$ cat src/rtl/mux_pipe.sv
// mux_pipe: N-way registered select with valid/ready handshake and one-entry skid buffer
module mux_pipe #(
  parameter int WIDTH = 32,
  parameter int NUM_IN = 4,
  localparam int SEL_W = $clog2(NUM_IN)
) (
  input  logic                    clk,
  input  logic                    reset_n,
  input  logic [NUM_IN*WIDTH-1:0] d,
  input  logic [SEL_W-1:0]        s,
  input  logic                    in_valid,
  output logic                    in_ready,
  output logic [WIDTH-1:0]        y,
  output logic                    y_err,
  output logic                    out_valid,
  input  logic                    out_ready
);
  localparam int SLOTS = 1 << SEL_W;
  logic [WIDTH-1:0] slot_data [SLOTS];
  logic [SLOTS-1:0] slot_err;
  logic [WIDTH-1:0] sel_data, skid_y;
  logic sel_err, skid_err, skid_valid, in_fire, load_out;
  for (genvar i = 0; i < SLOTS; i++) begin : g_slot
    if (i < NUM_IN) begin : g_in
      assign slot_data[i] = d[i*WIDTH +: WIDTH];
      assign slot_err[i]  = 1'b0;
    end else begin : g_oor
      assign slot_data[i] = '0;
      assign slot_err[i]  = 1'b1;
    end
  end
  assign sel_data = slot_data[s];
  assign sel_err  = slot_err[s];
  assign in_ready = reset_n & ~skid_valid;
  assign in_fire  = in_valid & in_ready;
  assign load_out = ~out_valid | out_ready;
  always_ff @(posedge clk)
    if (!reset_n) begin
      out_valid  <= 1'b0;
      y          <= '0;
      y_err      <= 1'b0;
      skid_valid <= 1'b0;
      skid_y     <= '0;
      skid_err   <= 1'b0;
    end else if (load_out) begin
      out_valid <= skid_valid | in_fire;
      if (skid_valid) begin
        y          <= skid_y;
        y_err      <= skid_err;
        skid_valid <= 1'b0;
      end else if (in_fire) begin
        y     <= sel_data;
        y_err <= sel_err;
      end
    end else if (in_fire) begin
      skid_y     <= sel_data;
      skid_err   <= sel_err;
      skid_valid <= 1'b1;
    end
endmodule

$ cat config.mk
export PLATFORM = sky130hd
export DESIGN_NAME = mux_pipe
export DESIGN_NICKNAME = d
export VERILOG_FILES = /design/src/rtl/mux_pipe.sv
export SDC_FILE = /design/constraint.sdc
export NUM_CORES = 1
export LEC_CHECK = 0
export ABC_AREA = 1
export BUFFER_PORTS_ARGS = -buffer_cell sky130_fd_sc_hd__buf_2
export CAP_MARGIN = 15
export CORE_ASPECT_RATIO = 0.8
export CORE_UTILIZATION = 48
export CTS_CLUSTER_SIZE = 25
export DETAILED_ROUTE_END_ITERATION = 16
export PLACE_DENSITY = 0.81
export SLEW_MARGIN = 25
export SYNTH_ARGS = -nofsm -noshare
export SYNTH_HDL_FRONTEND = slang
export SYNTH_SLANG_ARGS = --single-unit
$ cat constraint.sdc
create_clock -name clk -period 1.9 [get_ports clk]
set_input_delay 0.19 -clock clk [delete_from_list [all_inputs] [get_ports clk]]
set_output_delay 0.19 -clock clk [all_outputs]
set_load 0.05 [all_outputs]
==> impl_metrics.csv, run 1 <==
group,metric,value,unit
timing,finalHoldViolations,0,
hold_path,min_path_type,"in -> reg",
clocking,cts_resized,0,
power,p_leak,2.82,nW
status,status,"completed",
clocking,clock-sinks,66,
floorplanning,num_io_pins,169,
floorplanning,dieArea,0.00879,mm²
floorplanning,placementRows,29,
finish,final_core_util,62.9,%
clocking,holdBufCountCts,0,
timing,layout_setup_ws,0.493,ns
power,ir_drop,410,µV
floorplanning,core_area,0.00806,mm²
route,wire_per_inst,13.4,µm
critical_path,worst_r2r_path_depth,5,
placed_design,dp_hpwl,8.45,mm
critical_path,cp-start-kind,"flop",
grt,first_global_vias,4457,
route,vias,4789,
critical_path,cp.required,2.18,ns
logic_synthesis,synth-simple-area-share,37.5,%
logic_synthesis,synth_fp_nets,781,
power,seq_power_share,41.3,%
logic_synthesis,synth-compound-area-share,18.2,%
power,p_sw_share,31.5,%
logic_synthesis,yosysTopAreaCellShare,32.7,%
logic_synthesis,yosys_warnings,0,
grt,grt_max_degree,43,
floorplanning,die_y,84.1,µm
grt,overflow,0,
power,intPower,2.46,mW
run,drv_cap,0,
grt,track_usage,27.5,%
clocking,cts_setup_buffers,0,
finish,stdcell_area,0.00507,mm²
floorplanning,initial_core_util,50.2,%
timing,final_max_slew_viol_count,0,
placed_design,postPlaceCellArea,0.00487,mm²
clocking,htreeDepth,3,
route,drt_pre_antenna_iters,5,
finish,num-nets-final,924,
placed_design,numPortBuffers,167,
clocking,root_buffer,"clkbuf_8",
hold_path,min_to,"out_valid$_SDFFE_PN0P_",
critical_path,cp_data_arrival_time,1.69,ns
critical_path,end_kind,"flop",
critical_path,critical_path_class,"reg -> reg",
timing,worst_clock_skew,0.00611,ns
route,drt_iter0_drc,330,
logic_synthesis,synthAdderAreaFrac,0,%
clocking,cts_tree,"done",
logic_synthesis,synth_cells,647,
logic_synthesis,ys_seq_area_share,32.7,%
hold_path,min-delay-start,"reset_n",
clocking,cts_buffers,9,
logic_synthesis,ys_ff_latch,66,
logic_synthesis,synth_xor_area_share,0,%
finish,area_delta_synth_final,25.5,%
power,combPwrFrac,24.3,%
route,ant_nets,0,
critical_path,r2r_start,"skid_valid$_SDFFE_PP0P_",
timing,fin_setup_tns,0,ns
critical_path,r2r_end,"skid_y[31]$_SDFFE_PN0P_",
logic_synthesis,yosys.area.top_type,"dfxtp_1",
placed_design,place.gp.congestion,0.805,
timing,rsz0062_at_grt,"false",
finish,drive_gt1_share,26.2,%
route,drc_errors,0,
floorplanning,die_w,105,µm
grt,antenna_found_initial,0,
logic_synthesis,synth.area.mux_share,0,%
grt,grt_first_pass_wirelength,19.7,mm
timing,slew_headroom,59.5,%
timing,max_freq,711,MHz
logic_synthesis,avgSynthCellArea,6.24,µm²
power,switching_power,1.13,mW
logic_synthesis,ys_types,21,
route,wl,12.1,mm
route,vias_per_cell,5.31,
logic_synthesis,syn_area,0.00404,mm²
logic_synthesis,synth_top_family_by_area,"simple AND/OR/NAND/NOR gates",
critical_path,cp_max_fo,32,
power,power_density,708,mW/mm²
finish,diodes,0,
clocking,path_clk_slew,0.07,ns
power,clockPowerShare,34.4,%
timing,fin_crit,1.41,ns
timing,fin_crit_sh,74.0,%
timing,finalSetupViolCount,0,
clocking,cts.path.max_buffers,2,
hold_path,whs_path_depth,3,
clocking,clk_latency,0.34,ns
logic_synthesis,netlist_top_cells_area,"dfxtp_1, nand2_1, nand3_1, a21oi_1, o21bai_1",
critical_path,reg2reg_slack,0.49,ns
timing,whs,0.172,ns
placed_design,place_ws,0.447,ns
timing,worst_pin_slew,0.606,ns
layout make-up:
type                       instances  area (µm²)
clock inverter                     2        35.0
fill                             752        2990
clock buffer                      13         169
tap                              108         135
multi-input combinational        487        2260
sequential                        66        1320
inverter                          39         146
timing repair buffer             187         998
worst max path at each step:
stage | start | to | slack, ns | cells past startpoint
after global routing | skid_valid$_SDFFE_PP0P_ | skid_y[27]$_SDFFE_PN0P_ | 0.34 | 5
after floorplan | out_valid$_SDFFE_PN0P_ | skid_y[10]$_SDFFE_PN0P_ | 0.41 | 6
after global placement | s[0] | y[17]$_SDFFE_PN0P_ | 0.51 | 6
after detailed placement | s[0] | skid_y[30]$_SDFFE_PN0P_ | 0.45 | 7
after CTS | skid_valid$_SDFFE_PP0P_ | y[17]$_SDFFE_PN0P_ | 0.50 | 4
final | skid_valid$_SDFFE_PP0P_ | skid_y[31]$_SDFFE_PN0P_ | 0.49 | 5
synth_stat cells:
cell type / number
nor2_4: 1
nor3_1: 33
a21oi_2: 1
o21ai_0: 2
buf_2: 25
a21oi_1: 65
inv_2: 3
clkbuf_1: 12
dfxtp_1: 66
nand3_2: 1
inv_1: 36
o21bai_1: 32
buf_4: 8
nor2_2: 1
nor2_1: 32
buf_6: 7
conb_1: 1
nand3_1: 96
nand2_1: 192
buf_1: 3
o21ai_1: 30
worst max-delay path, cell delays in order, from the launching register on:
cell     delay [ns]
dfxtp_1        0.39
nor2_4         0.14
nand3_2        0.08
inv_2          0.46
o21ai_0        0.14
nor2_1         0.11
stage by stage:
step	power, mW	std cells
after floorplan	2.11	647
after global placement	2.36	887
after detailed placement	2.38	887
after CTS	3.60	902
after global routing	3.76	902
final	3.59	902
cells in the final DEF, fill, tap and decap left out, drive strengths merged:
master | Yosys | routed
nand3 | 97 | 97
bufinv | 0 | 1
conb | 1 | 1
nand2 | 192 | 192
clkinv | 0 | 1
dfxtp | 66 | 66
buf | 43 | 187
o21ai | 32 | 32
o21bai | 32 | 32
a21oi | 66 | 66
clkbuf | 12 | 13
nor3 | 33 | 33
nor2 | 34 | 34
inv | 39 | 39
sequential cells by signal, summed over array words and instances, names as in the netlist:
name        flops
skid_valid      1
skid_y         32
out_valid       1
y              32
power by group through the flow:
stage / Combinational [mW] / Sequential (mW) / Clock [mW]
2_1_floorplan: 0.414 / 1.69 / 0
3_3_place_gp: 0.849 / 1.51 / 0
3_5_place_dp: 0.865 / 1.51 / 0
4_1_cts: 0.869 / 1.48 / 1.25
5_1_grt: 0.951 / 1.49 / 1.32
6_report: 0.872 / 1.48 / 1.24
kinds of logic after synthesis:
| group | Yosys count |
|---|---|
| AND/OR/NAND/NOR | 356 |
| other | 1 |
| AO/OA/AOI/OAI | 130 |
| flip-flops | 66 |
| buffers and inverters | 94 |
per-layer routing:
layer | wire length, µm | global-route usage [%] | up-vias | part of all wire (%)
li1 | - | - | 2408 | -
met1 | 5260 | 32.8 | 2138 | 43
met2 | 5570 | 47.3 | 215 | 46
met3 | 993 | 6.87 | 28 | 8.2
met4 | 295 | 11.1 | 0 | 2.4
met5 | 0 | 0 | - | 0
(Power assumes the default switching activity.)
==> run 2: changes to the inputs <==
Clock period 1.9 ns to 1.4 ns, I/O delays scaled along.
==> run 2 against run 1 <==
Effect of this change:
- non-clock buffer count up 4
- routed wire length down 2.3%
- first-iteration DRC count fell by 23%
- via count decreased by 0.42%
- setup slack worse by 0.37 ns
- die area stayed put
- register-to-register slack lost 0.37 ns
- sequential cell count stayed put
- clock skew up 0.00078 ns
- core utilization rose by 0.90 points
- critical path depth is 1 higher
- power grew 35%
==> impl_metrics.csv, run 2 (synthesized netlist as in run 1, its figures left out) <==
group,metric,value,unit
timing,final_max_slew_viol_count,0,
critical_path,crit_slowest_cell,"dfxtp_2",
route,vias,4769,
placed_design,numPortBuffers,167,
grt,overflow,0,
route,vias_per_cell,5.26,
floorplanning,core_area,0.00806,mm²
timing,whs,0.142,ns
timing,fin_crit_sh,91.2,%
clocking,clk_latency,0.33,ns
status,status,"completed",
placed_design,place.gp.congestion,0.810,
clocking,root_buffer,"clkbuf_8",
critical_path,critical_path_class,"reg -> reg",
grt,antenna_found_initial,1,
clocking,cts_tree,"done",
grt,track_usage,27.4,%
floorplanning,dieArea,0.00879,mm²
power,p_leak,2.85,nW
route,wire_per_inst,13.0,µm
power,power_density,942,mW/mm²
critical_path,cp-startpoint,"out_valid$_SDFFE_PN0P_",
clocking,holdBufCountCts,0,
clocking,htreeDepth,3,
placed_design,dp_hpwl,8.45,mm
critical_path,end_kind,"flop",
grt,grt_first_pass_wirelength,19.8,mm
power,power,4.85,mW
timing,fin_crit,1.28,ns
timing,worst_clock_skew,0.00689,ns
route,ant_nets,0,
timing,fin_setup_tns,0,ns
floorplanning,initial_core_util,50.2,%
finish,final_core_util,63.8,%
finish,layout_common_cells,"nand2_1, buf_2, nand3_1",
grt,grt_max_degree,53,
placed_design,place_ws,0.0728,ns
critical_path,path_cells,"inv_1 -> nor2_4 -> nand3_2 -> buf_4 -> a21oi_1 -> nor2_1",
route,drc_errors,0,
floorplanning,placementRows,29,
grt,first_global_vias,4522,
clocking,clock-sinks,66,
floorplanning,die_y,84.1,µm
timing,finalHoldViolations,0,
finish,drive_gt1_share,26.8,%
critical_path,cp_max_fo,12,
timing,rsz0062_at_grt,"false",
finish,num-nets-final,928,
clocking,cts_buffers,9,
route,wl,11.8,mm
timing,finalSetupViolCount,0,
finish,stdcell_area,0.00514,mm²
run,drv_cap,0,
power,ir_drop,543,µV
timing,layout_setup_ws,0.123,ns
hold_path,min-delay-start,"reset_n",
floorplanning,num_io_pins,169,
placed_design,postPlaceCellArea,0.00493,mm²
finish,final_common_cell,"nand2_1",
critical_path,cp.required,1.62,ns
critical_path,max_stage_delay,0.33,ns
route,drt_pre_antenna_iters,5,
finish,stdcell_count,907,
clocking,cts.path.max_buffers,2,
floorplanning,die_w,105,µm
critical_path,cp_data_arrival_time,1.50,ns
clocking,path_clk_slew,0.06,ns
placed_design,place_inst,891,
timing,slew_headroom,65.6,%
critical_path,cp-start-kind,"flop",
critical_path,r2r_start,"out_valid$_SDFFE_PN0P_",
route,drt_iter0_drc,253,
finish,reg.largest.list,"skid_y x32, y x32",
timing,max_freq,783,MHz
hold_path,min_path_type,"in -> reg",
finish,area_delta_synth_final,27.3,%
timing,worst_pin_slew,0.515,ns
## run 2: area by class of cell
cell class,count,area (µm²)
fillers,768,2910
multi-input cells,487,2260
flip-flops and latches,66,1320
repair buffers,191,1070
clock buffers,13,169
inverters,39,146
well taps,108,135
clock inverters,2,35.0
diodes,1,2.50
## run 2: layer usage
metal | share of wire (%) | track usage (%) | vias to the layer above | routed length [µm]
met5 | 0 | 0 | - | 0
met4 | 1.8 | 10.6 | 0 | 210
met3 | 7.3 | 5.93 | 24 | 859
met2 | 48 | 49.0 | 206 | 5690
met1 | 43 | 31.9 | 2123 | 5070
li1 | - | - | 2416 | -
## run 2: path summary, 6_finish.rpt
kind	end	slack, ns	depth (start not counted)
worst min-delay path	skid_valid$_SDFFE_PP0P_	0.14	3
worst min register to register	skid_y[25]$_SDFFE_PN0P_	0.50	2
worst max register to register	skid_y[10]$_SDFFE_PN0P_	0.12	6
worst max-delay path	skid_y[10]$_SDFFE_PN0P_	0.12	6
## run 2: worst max-delay path, delay by kind of cell, from the launching register on
family                 cells  cell delay (ns)
buffers and inverters      2             0.31
AO/OA/AOI/OAI              1             0.17
AND/OR/NAND/NOR            3             0.36
flip-flops                 1             0.33
## run 2: power breakdown
group	switching [mW]	internal [mW]	leakage (nW)	total [mW]
sequential	0.0410	1.97	0.540	2.01
combinational	0.763	0.429	2.21	1.19
clock	0.688	0.958	0.106	1.65
## run 2: what timing repair did
item | 4_1_cts | 5_1_grt
setup buffers | 0 | 0
gates resized for setup | 0 | 1
setup endpoints to repair | 0 | 2
